$ cat config.mk
export PLATFORM = sky130hd
export DESIGN_NAME = conv_row_sequencer
export DESIGN_NICKNAME = d
export VERILOG_FILES = /design/src/rtl/conv_pkg.sv /design/src/rtl/conv_row_sequencer_wrap_counter.sv /design/src/rtl/conv_row_sequencer.sv
export SDC_FILE = /design/constraint.sdc
export NUM_CORES = 1
export LEC_CHECK = 0
export ABC_AREA = 1
export BUFFER_PORTS_ARGS = -buffer_cell sky130_fd_sc_hd__buf_2
export CAP_MARGIN = 25
export CORE_MARGIN = 8
export CORE_UTILIZATION = 45
export CTS_CLUSTER_DIAMETER = 120
export DETAILED_ROUTE_END_ITERATION = 10
export PLACE_DENSITY = 0.69
export SLEW_MARGIN = 40
export SYNTH_ARGS = -nofsm -noshare
export SYNTH_HDL_FRONTEND = slang
export SYNTH_SLANG_ARGS = --single-unit
$ cat constraint.sdc
create_clock -name i_clk -period 2.8 [get_ports i_clk]
set_input_delay 0.28 -clock i_clk [delete_from_list [all_inputs] [get_ports i_clk]]
set_output_delay 0.28 -clock i_clk [all_outputs]
set_load 0.02 [all_outputs]
$ cat src/rtl/conv_pkg.sv
// Shared types and constants for the 3x3 convolution line-buffer sequencer.
package conv_pkg;

    localparam int unsigned KERNEL_ROWS = 3;
    localparam int unsigned NUM_LINEBUF = 3;

    typedef enum logic [2:0] {
        ST_IDLE      = 3'd0,
        ST_FILL      = 3'd1,
        ST_SWEEP     = 3'd2,
        ST_WAIT_DONE = 3'd3,
        ST_LOAD      = 3'd4,
        ST_DONE      = 3'd5
    } state_e;

    // One-hot select of a line buffer from its index.
    function automatic logic [NUM_LINEBUF-1:0] buf_onehot(input logic [1:0] idx);
        return NUM_LINEBUF'(1) << idx;
    endfunction

endpackage

$ cat src/rtl/conv_row_sequencer_wrap_counter.sv
// Modulo-(MAX+1) up counter with synchronous clear and a wrap pulse on the terminal count.
module wrap_counter #(
    parameter int unsigned MAX = 7,
    parameter int unsigned W   = $clog2(MAX + 1)
) (
    input  logic         i_clk,
    input  logic         i_rst,
    input  logic         i_en,
    input  logic         i_clear,
    output logic [W-1:0] o_count,
    output logic         o_wrap
);

    logic [W-1:0] count_q;
    logic [W-1:0] count_d;
    logic         at_max;

    assign at_max = (count_q == W'(MAX));

    always_comb begin
        count_d = count_q;
        if (i_clear) begin
            count_d = '0;
        end else if (i_en) begin
            count_d = at_max ? '0 : count_q + W'(1);
        end
    end

    always_ff @(posedge i_clk) begin
        if (i_rst) begin
            count_q <= '0;
        end else begin
            count_q <= count_d;
        end
    end

    assign o_count = count_q;
    assign o_wrap  = i_en && !i_clear && at_max;

endmodule

$ cat src/rtl/conv_row_sequencer.sv
// Control sequencer for the 3-row line buffers feeding the 3x3 convolution datapath:
// fill, sweep, wait for drain, then rotate the oldest buffer for the next row.
module conv_row_sequencer
    import conv_pkg::*;
#(
    parameter int unsigned IMG_W  = 8,
    parameter int unsigned IMG_H  = 8,
    parameter int unsigned ADDR_W = $clog2(IMG_W)
) (
    input  logic              i_clk,
    input  logic              i_rst,
    input  logic              i_start,
    input  logic              i_pix_valid,
    output logic              o_pix_ready,
    output logic [2:0]        o_wr_en,
    output logic [ADDR_W-1:0] o_wr_addr,
    output logic              o_rd_en,
    output logic [ADDR_W-1:0] o_rd_addr,
    output logic [1:0]        o_row_sel,
    output logic              o_compute_conv,
    output logic              o_win_valid,
    input  logic              i_conv_done,
    output logic              o_busy,
    output logic              o_frame_done
);

    localparam int unsigned OUT_ROWS = IMG_H - (KERNEL_ROWS - 1);
    localparam int unsigned ROW_W    = $clog2(OUT_ROWS + 1);
    localparam int unsigned PTR_W    = $clog2(NUM_LINEBUF);

    if (IMG_W < 3 || IMG_H < 3) begin : g_param_check
        $error("conv_row_sequencer: IMG_W and IMG_H must both be >= 3");
    end

    state_e            state_q, state_d;
    logic [ROW_W-1:0]  out_row_q, out_row_d, out_row_inc;
    logic              win_valid_q, win_valid_d;

    logic [ADDR_W-1:0] wr_col, rd_col;
    logic [PTR_W-1:0]  wr_ptr;
    logic              wr_col_wrap, rd_col_wrap, wr_ptr_wrap;
    logic              in_write, in_sweep, accept;

    assign in_write    = (state_q == ST_FILL) || (state_q == ST_LOAD);
    assign in_sweep    = (state_q == ST_SWEEP);
    assign accept      = in_write && i_pix_valid;
    assign out_row_inc = out_row_q + ROW_W'(1);

    wrap_counter #(.MAX(IMG_W - 1), .W(ADDR_W)) u_wr_col (
        .i_clk   (i_clk),
        .i_rst   (i_rst),
        .i_en    (accept),
        .i_clear (state_q == ST_IDLE),
        .o_count (wr_col),
        .o_wrap  (wr_col_wrap)
    );

    wrap_counter #(.MAX(IMG_W - 1), .W(ADDR_W)) u_rd_col (
        .i_clk   (i_clk),
        .i_rst   (i_rst),
        .i_en    (in_sweep),
        .i_clear (state_q == ST_IDLE),
        .o_count (rd_col),
        .o_wrap  (rd_col_wrap)
    );

    // Write pointer doubles as the index of the oldest row once a row completes.
    wrap_counter #(.MAX(NUM_LINEBUF - 1), .W(PTR_W)) u_wr_ptr (
        .i_clk   (i_clk),
        .i_rst   (i_rst),
        .i_en    (wr_col_wrap),
        .i_clear (state_q == ST_DONE),
        .o_count (wr_ptr),
        .o_wrap  (wr_ptr_wrap)
    );

    always_comb begin
        state_d     = state_q;
        out_row_d   = out_row_q;
        win_valid_d = in_sweep && (rd_col >= ADDR_W'(2));
        case (state_q)
            ST_IDLE:      if (i_start) state_d = ST_FILL;
            // FILL ends once the third buffer completes, i.e. the pointer wraps.
            ST_FILL:      if (wr_ptr_wrap) state_d = ST_SWEEP;
            ST_LOAD:      if (wr_col_wrap) state_d = ST_SWEEP;
            ST_SWEEP:     if (rd_col_wrap) state_d = ST_WAIT_DONE;
            ST_WAIT_DONE: begin
                if (i_conv_done) begin
                    out_row_d = out_row_inc;
                    state_d   = (out_row_inc == ROW_W'(OUT_ROWS)) ? ST_DONE : ST_LOAD;
                end
            end
            ST_DONE: begin
                out_row_d = '0;
                state_d   = ST_IDLE;
            end
            default:      state_d = ST_IDLE;
        endcase
    end

    always_ff @(posedge i_clk) begin
        if (i_rst) begin
            state_q     <= ST_IDLE;
            out_row_q   <= '0;
            win_valid_q <= 1'b0;
        end else begin
            state_q     <= state_d;
            out_row_q   <= out_row_d;
            win_valid_q <= win_valid_d;
        end
    end

    assign o_pix_ready    = in_write;
    assign o_wr_en        = buf_onehot(wr_ptr) & {NUM_LINEBUF{accept}};
    assign o_wr_addr      = wr_col;
    assign o_rd_en        = in_sweep;
    assign o_rd_addr      = rd_col;
    assign o_row_sel      = wr_ptr;
    assign o_compute_conv = in_sweep;
    assign o_win_valid    = win_valid_q;
    assign o_busy         = (state_q != ST_IDLE);
    assign o_frame_done   = (state_q == ST_DONE);

endmodule
## After elaboration in Yosys (flattened, before gate mapping)

Cells that the tools add are included.

| operators by class | value |
|---|---|
| add/sub/neg operators | 4 |
| $lt $le $gt $ge | 1 |
| equal/unequal tests | 14 |
| shift-type cells | 1 |
| muxes and demuxes | 12 |
| bitwise operators | 1 |
| reductions and logical operators | 18 |

Operators with widths:

| operator | count |
|---|---|
| two-way mux 3 bit | 8 |
| equality test 3 bit, second input constant | 5 |
| one-hot mux 3 bit (5 select lines) | 1 |
| adder 3 x 1 -> 3 bit, second input constant | 3 |
| logical AND 1 bit | 8 |
| equality test 3 x 2 -> 1 bit, second input constant | 2 |
| inequality test 2 bit, second input constant | 3 |
| one-hot mux 3 bit (2 select lines) | 1 |
| AND reduction 5 bit | 1 |
| inequality test 2 x 1 -> 1 bit, second input constant | 2 |
| OR reduction 2 bit | 2 |
| AND 3 bit | 1 |
| equality test 3 x 1 -> 1 bit, second input constant | 1 |
| >= comparator 3 x 2 -> 1 bit, second input constant | 1 |
| zero test 3 bit | 1 |
| nonzero test 3 bit | 1 |
| << shifter 1 x 2 -> 3 bit, first input constant | 1 |
| adder 2 x 1 -> 2 bit, second input constant | 1 |
| equality test 2 bit, second input constant | 1 |
| zero test 1 bit | 2 |
| two-way mux 2 bit | 1 |
| AND reduction 2 bit | 1 |
| nonzero test 2 bit | 1 |
| logical OR 1 bit | 1 |
| two-way mux 1 bit | 1 |

| word-level totals | value |
|---|---|
| bits in registers | 15 |
| input bits | 5 |
| output and inout bits | 17 |
| word-level logic and storage cells | 57 |

## Logic depth before layout (Yosys ltp)

| depth | value |
|---|---|
| depth in word-level cells | 9 |
| mapped depth | 10 |
| mapped depth without buffers | 10 |

## Modules after synthesis

A second synthesis with hierarchy kept.

| second synthesis, totals | value |
|---|---|
| cell total of the unflattened synthesis | 146 |
| area total of the unflattened synthesis | 897.1 um^2 |

By module, submodules not included:

| module | instances | cells an instance | area each (um^2) | sequential area each (um^2) |
|---|---|---|---|---|
| conv_row_sequencer | 1 | 84 | 484.2 | 140.1 |
| wrap_counter at u_rd_col ... | 2 | 23 | 156.4 | 60.1 |
| wrap_counter at u_wr_ptr | 1 | 16 | 100.1 | 40.0 |

## Worst setup path after synthesis

OpenSTA, ideal clock, no wires.

| timing path | value |
|---|---|
| path kind | register -> output |
| from | register state_q[2] |
| to | output o_wr_en[0] |
| arrival | 1.323 ns |
| required time | 2.520 ns |
| slack | 1.197 ns |
| cell stages (with the launch flop) | 8 |
| path buffers | 1 |
| cells stage by stage | dfxtp_1 > buf_2 > inv_2 > nand2_4 > nand3_4 > nor2_8 > inv_2 > nor3_1 |

| between the ends | value |
|---|---|
| longest elaborated chain between the ends | 4 |
| elaborated cells between the ends (all ways) | 5 |
| those cells by class | eq/ne: 2; bitwise: 1; reduce/logical: 2 |

Ends and longest elaborated chain:

| what | line | source |
|---|---|---|
| from (decl) | conv_row_sequencer.sv:35 | `state_e state_q, state_d;` |
| from (signal assigned) | conv_row_sequencer.sv:107 | `state_q <= state_d;` |
| equality test 3 x 1 -> 1 bit / equality test 3 bit (equally long branches) | conv_row_sequencer.sv:44 | `assign in_write = (state_q == ST_FILL) \|\| (state_q == ST_LOAD);` |
| logical OR 1 bit * | conv_row_sequencer.sv:44 |  |
| logical AND 1 bit * | conv_row_sequencer.sv:46 | `assign accept = in_write && i_pix_valid;` |
| AND 3 bit * | conv_row_sequencer.sv:114 | `assign o_wr_en = buf_onehot(wr_ptr) & {NUM_LINEBUF{accept}};` |
| to (decl) | conv_row_sequencer.sv:15 | `output logic [2:0] o_wr_en,` |

Mark *: on every way between the ends. The rest lies on a longest branch, timed or not.

## Worst setup path after layout

| timing path | value |
|---|---|
| from | register state_q[2] |
| to | output o_wr_en[1] |

The elaborated chain is that of the path after synthesis.

==> impl_metrics.toml <==
[status]
run_status = "finished clean"

[clock_network]
cts_setup_buffers = 0
cts_max_level = 1
post_cts_resize_count = 0
numCtsBuffers = 3
clockBufferDepth = 2
clk_latency_ps = 280
holdBufCountCts = 0
cts_root_buf = "clkbuf_4"
clkSinkCount = 15
clkTransAtPathRegs_ps = 90
cts_tree = "yes"

[timing]
rsz0062_at_grt = "no"
worstMarginPinSlew_ps = 300
skew_ps = 2.13
worst_slack_ps = 917
finalMaxSlewViolations = 0
hold_viol_final = 0
setup_violations = 0
fin_crit_ps = 1880
max_clock_freq_mhz = 531
slew_headroom = 0.800
fin_setup_tns_ps = 0
post-route-period-util = 0.672

[floorplanning]
core-area_um2 = 1900
dieArea_um2 = 3610
initial_core_util = 0.460
die_w_um = 60.1
num_rows = 16
die_h_um = 60.1
io_pins = 22

[placed_design]
post-place-ws_ps = 1230
dp_hpwl_mm = 1.58
place_area_um2 = 1000
gp_congestion = 0.838
port_buffers = 21

[final_layout]
nets = 159
utilization = 0.540
finish.instance_area_um2 = 1030
fill_cells = 200
drive_above_1_share = 0.233
final_common_cell = "nand2_1"
most-common-layout-cells = "nand2_1 (25), buf_2 (21), nor2_1 (16), inv_1 (15), dfxtp_1 (15)"
antenna_cells = 0
area_growth_pct = 17.5

[worst_setup_path]
path_max_fanout = 8
required_ps = 2520
crit_path_start_kind = "flip-flop"
cp_cell_sequence = "inv_2 > nand2_4 > nand3_4 > nor2_8 > inv_2 > nor3_1 > buf_2"
reg2reg_depth = 7
path_common_cell = "inv_2"
cp_slowest_cell = "dfxtp_1"
slowest_delay_ps = 500
crit_arrival_ps = 1600
end_kind = "output port"
crit_type = "reg2out"

[synth]
synth_fp_nets = 135
synth-adder-area-share = 0.100
synth_top_family_by_area = "simple AND/OR/NAND/NOR gates"
netlist_area_um2 = 875
synthXorXnorAreaFrac = 0.0100
avgSynthCellArea_um2 = 7.11
synth_area_leaders = "dfxtp_1 (34%), nand2_1 (11%), ha_1 (10%)"
synth_sequential_area_ratio = 0.343
ys_seq_elements = 15
synth-main-ff-cell = "dfxtp_1"
synth_top_cell_area_share = 0.343
synth.largest_area_cell = "dfxtp_1"
synth_compound_area_frac = 0.103
ys_warn_count = 0
synth_edf_count = 0
synth_cells = 123
synthMuxAreaShare = 0
ys_types = 22
yosys.area_share.simple = 0.348
synth-async-reset-ratio = 0

[drt]
drt-initial-drc-count = 16
drtAntennaViolNets = 0
drc = 0
drtPass1Iterations = 4
routed-via-count = 829
viasPerCell = 4.79
wl_mm = 1.87
routedWlPerCell_um = 10.8

[global_route]
grt_pass1_vias = 814
grt_pass1_wl_mm = 3.33
grt_max_degree = 9
grt_overflow = 0
antenna_found_initial = 0
grt_util_all_layers = 0.119

[pwr]
vdd_drop_max_mv = 0.435
power.density_nw_per_um2 = 689
p_leak_uw = 0.000554

[min_path]
hp-class = "in2reg"
min_path_cells = 2

[run]
max_cap_viol_count = 0
-- synthesized netlist by cell type, types with 2 or more instances --
master	number
a21oi_1	10
dfxtp_1	15
ha_1	7
inv_1	15
inv_2	3
nand2_1	25
nand2_4	2
nand3_1	9
nor2_1	16
nor2_2	2
nor3_1	4
o21ai_1	5
-- path summary, 6_finish.rpt --
kind                             from      endpoint  slack, ps
setup / recovery           state_q[2]    o_wr_en[1]        920
hold / removal                  i_rst    state_q[1]        250
setup reg to reg  u_wr_col.o_count[0]    state_q[0]       1380
hold reg to reg          out_row_q[2]  out_row_q[2]        480
-- cell type report --
cell class | count | area, um2 | share of cell area
Multi-Input combinational cell | 87 | 490 | 0.477
Timing Repair Buffer | 21 | 105 | 0.102
Sequential cell | 15 | 300 | 0.292
Clock buffer | 4 | 26.3 | 0.0256
Inverter | 19 | 71.3 | 0.0694
Tap cell | 27 | 33.8 | 0.0329
-- stage by stage --
step / std cells / hold slack [ps] / total power [uW]
global route: 173 / 257 / 772
global placement: 169 / 469 / 591
finish: 173 / 251 / 708
detailed placement: 169 / 474 / 596
floorplan: 123 / 349 / 516
CTS: 173 / 245 / 718
-- where the power goes --
group	switching [uW]	internal, uW	leakage (uW)
registers	29.3	233	0.000121
clock network	65.9	55.2	0.0000150
logic	222	103	0.000418
total	317	390	0.000554
-- registers in the layout, indices dropped and copies added, names as in the netlist --
register and count:
u_wr_ptr.o_count 2, out_row_q 3, u_wr_col.o_count 3, o_win_valid 1, state_q 3, u_rd_col.o_count 3
-- cell families after synthesis --
group	count (synthesis)
AOI/OAI and AO/OA	17
xor gates and xnor gates	1
adders and majority gates	7
buffers and inverters	21
DFF	15
and+or+nand+nor	62
-- worst max-delay path, delay by kind of cell (launching register included) --
kind          cells  cell delay (ps)
buf+inv           3              360
flops             1              500
simple gates      4              460
-- per-layer routing --
layer  track usage  vias to the layer above  part of all wire
met1         0.128                      378              0.45
met5             0                        -                 0
li1              -                      439                 -
met2         0.222                       10              0.52
met4        0.0204                        0            0.0075
met3        0.0387                        2             0.025
Power figures use the tool's default switching activity.
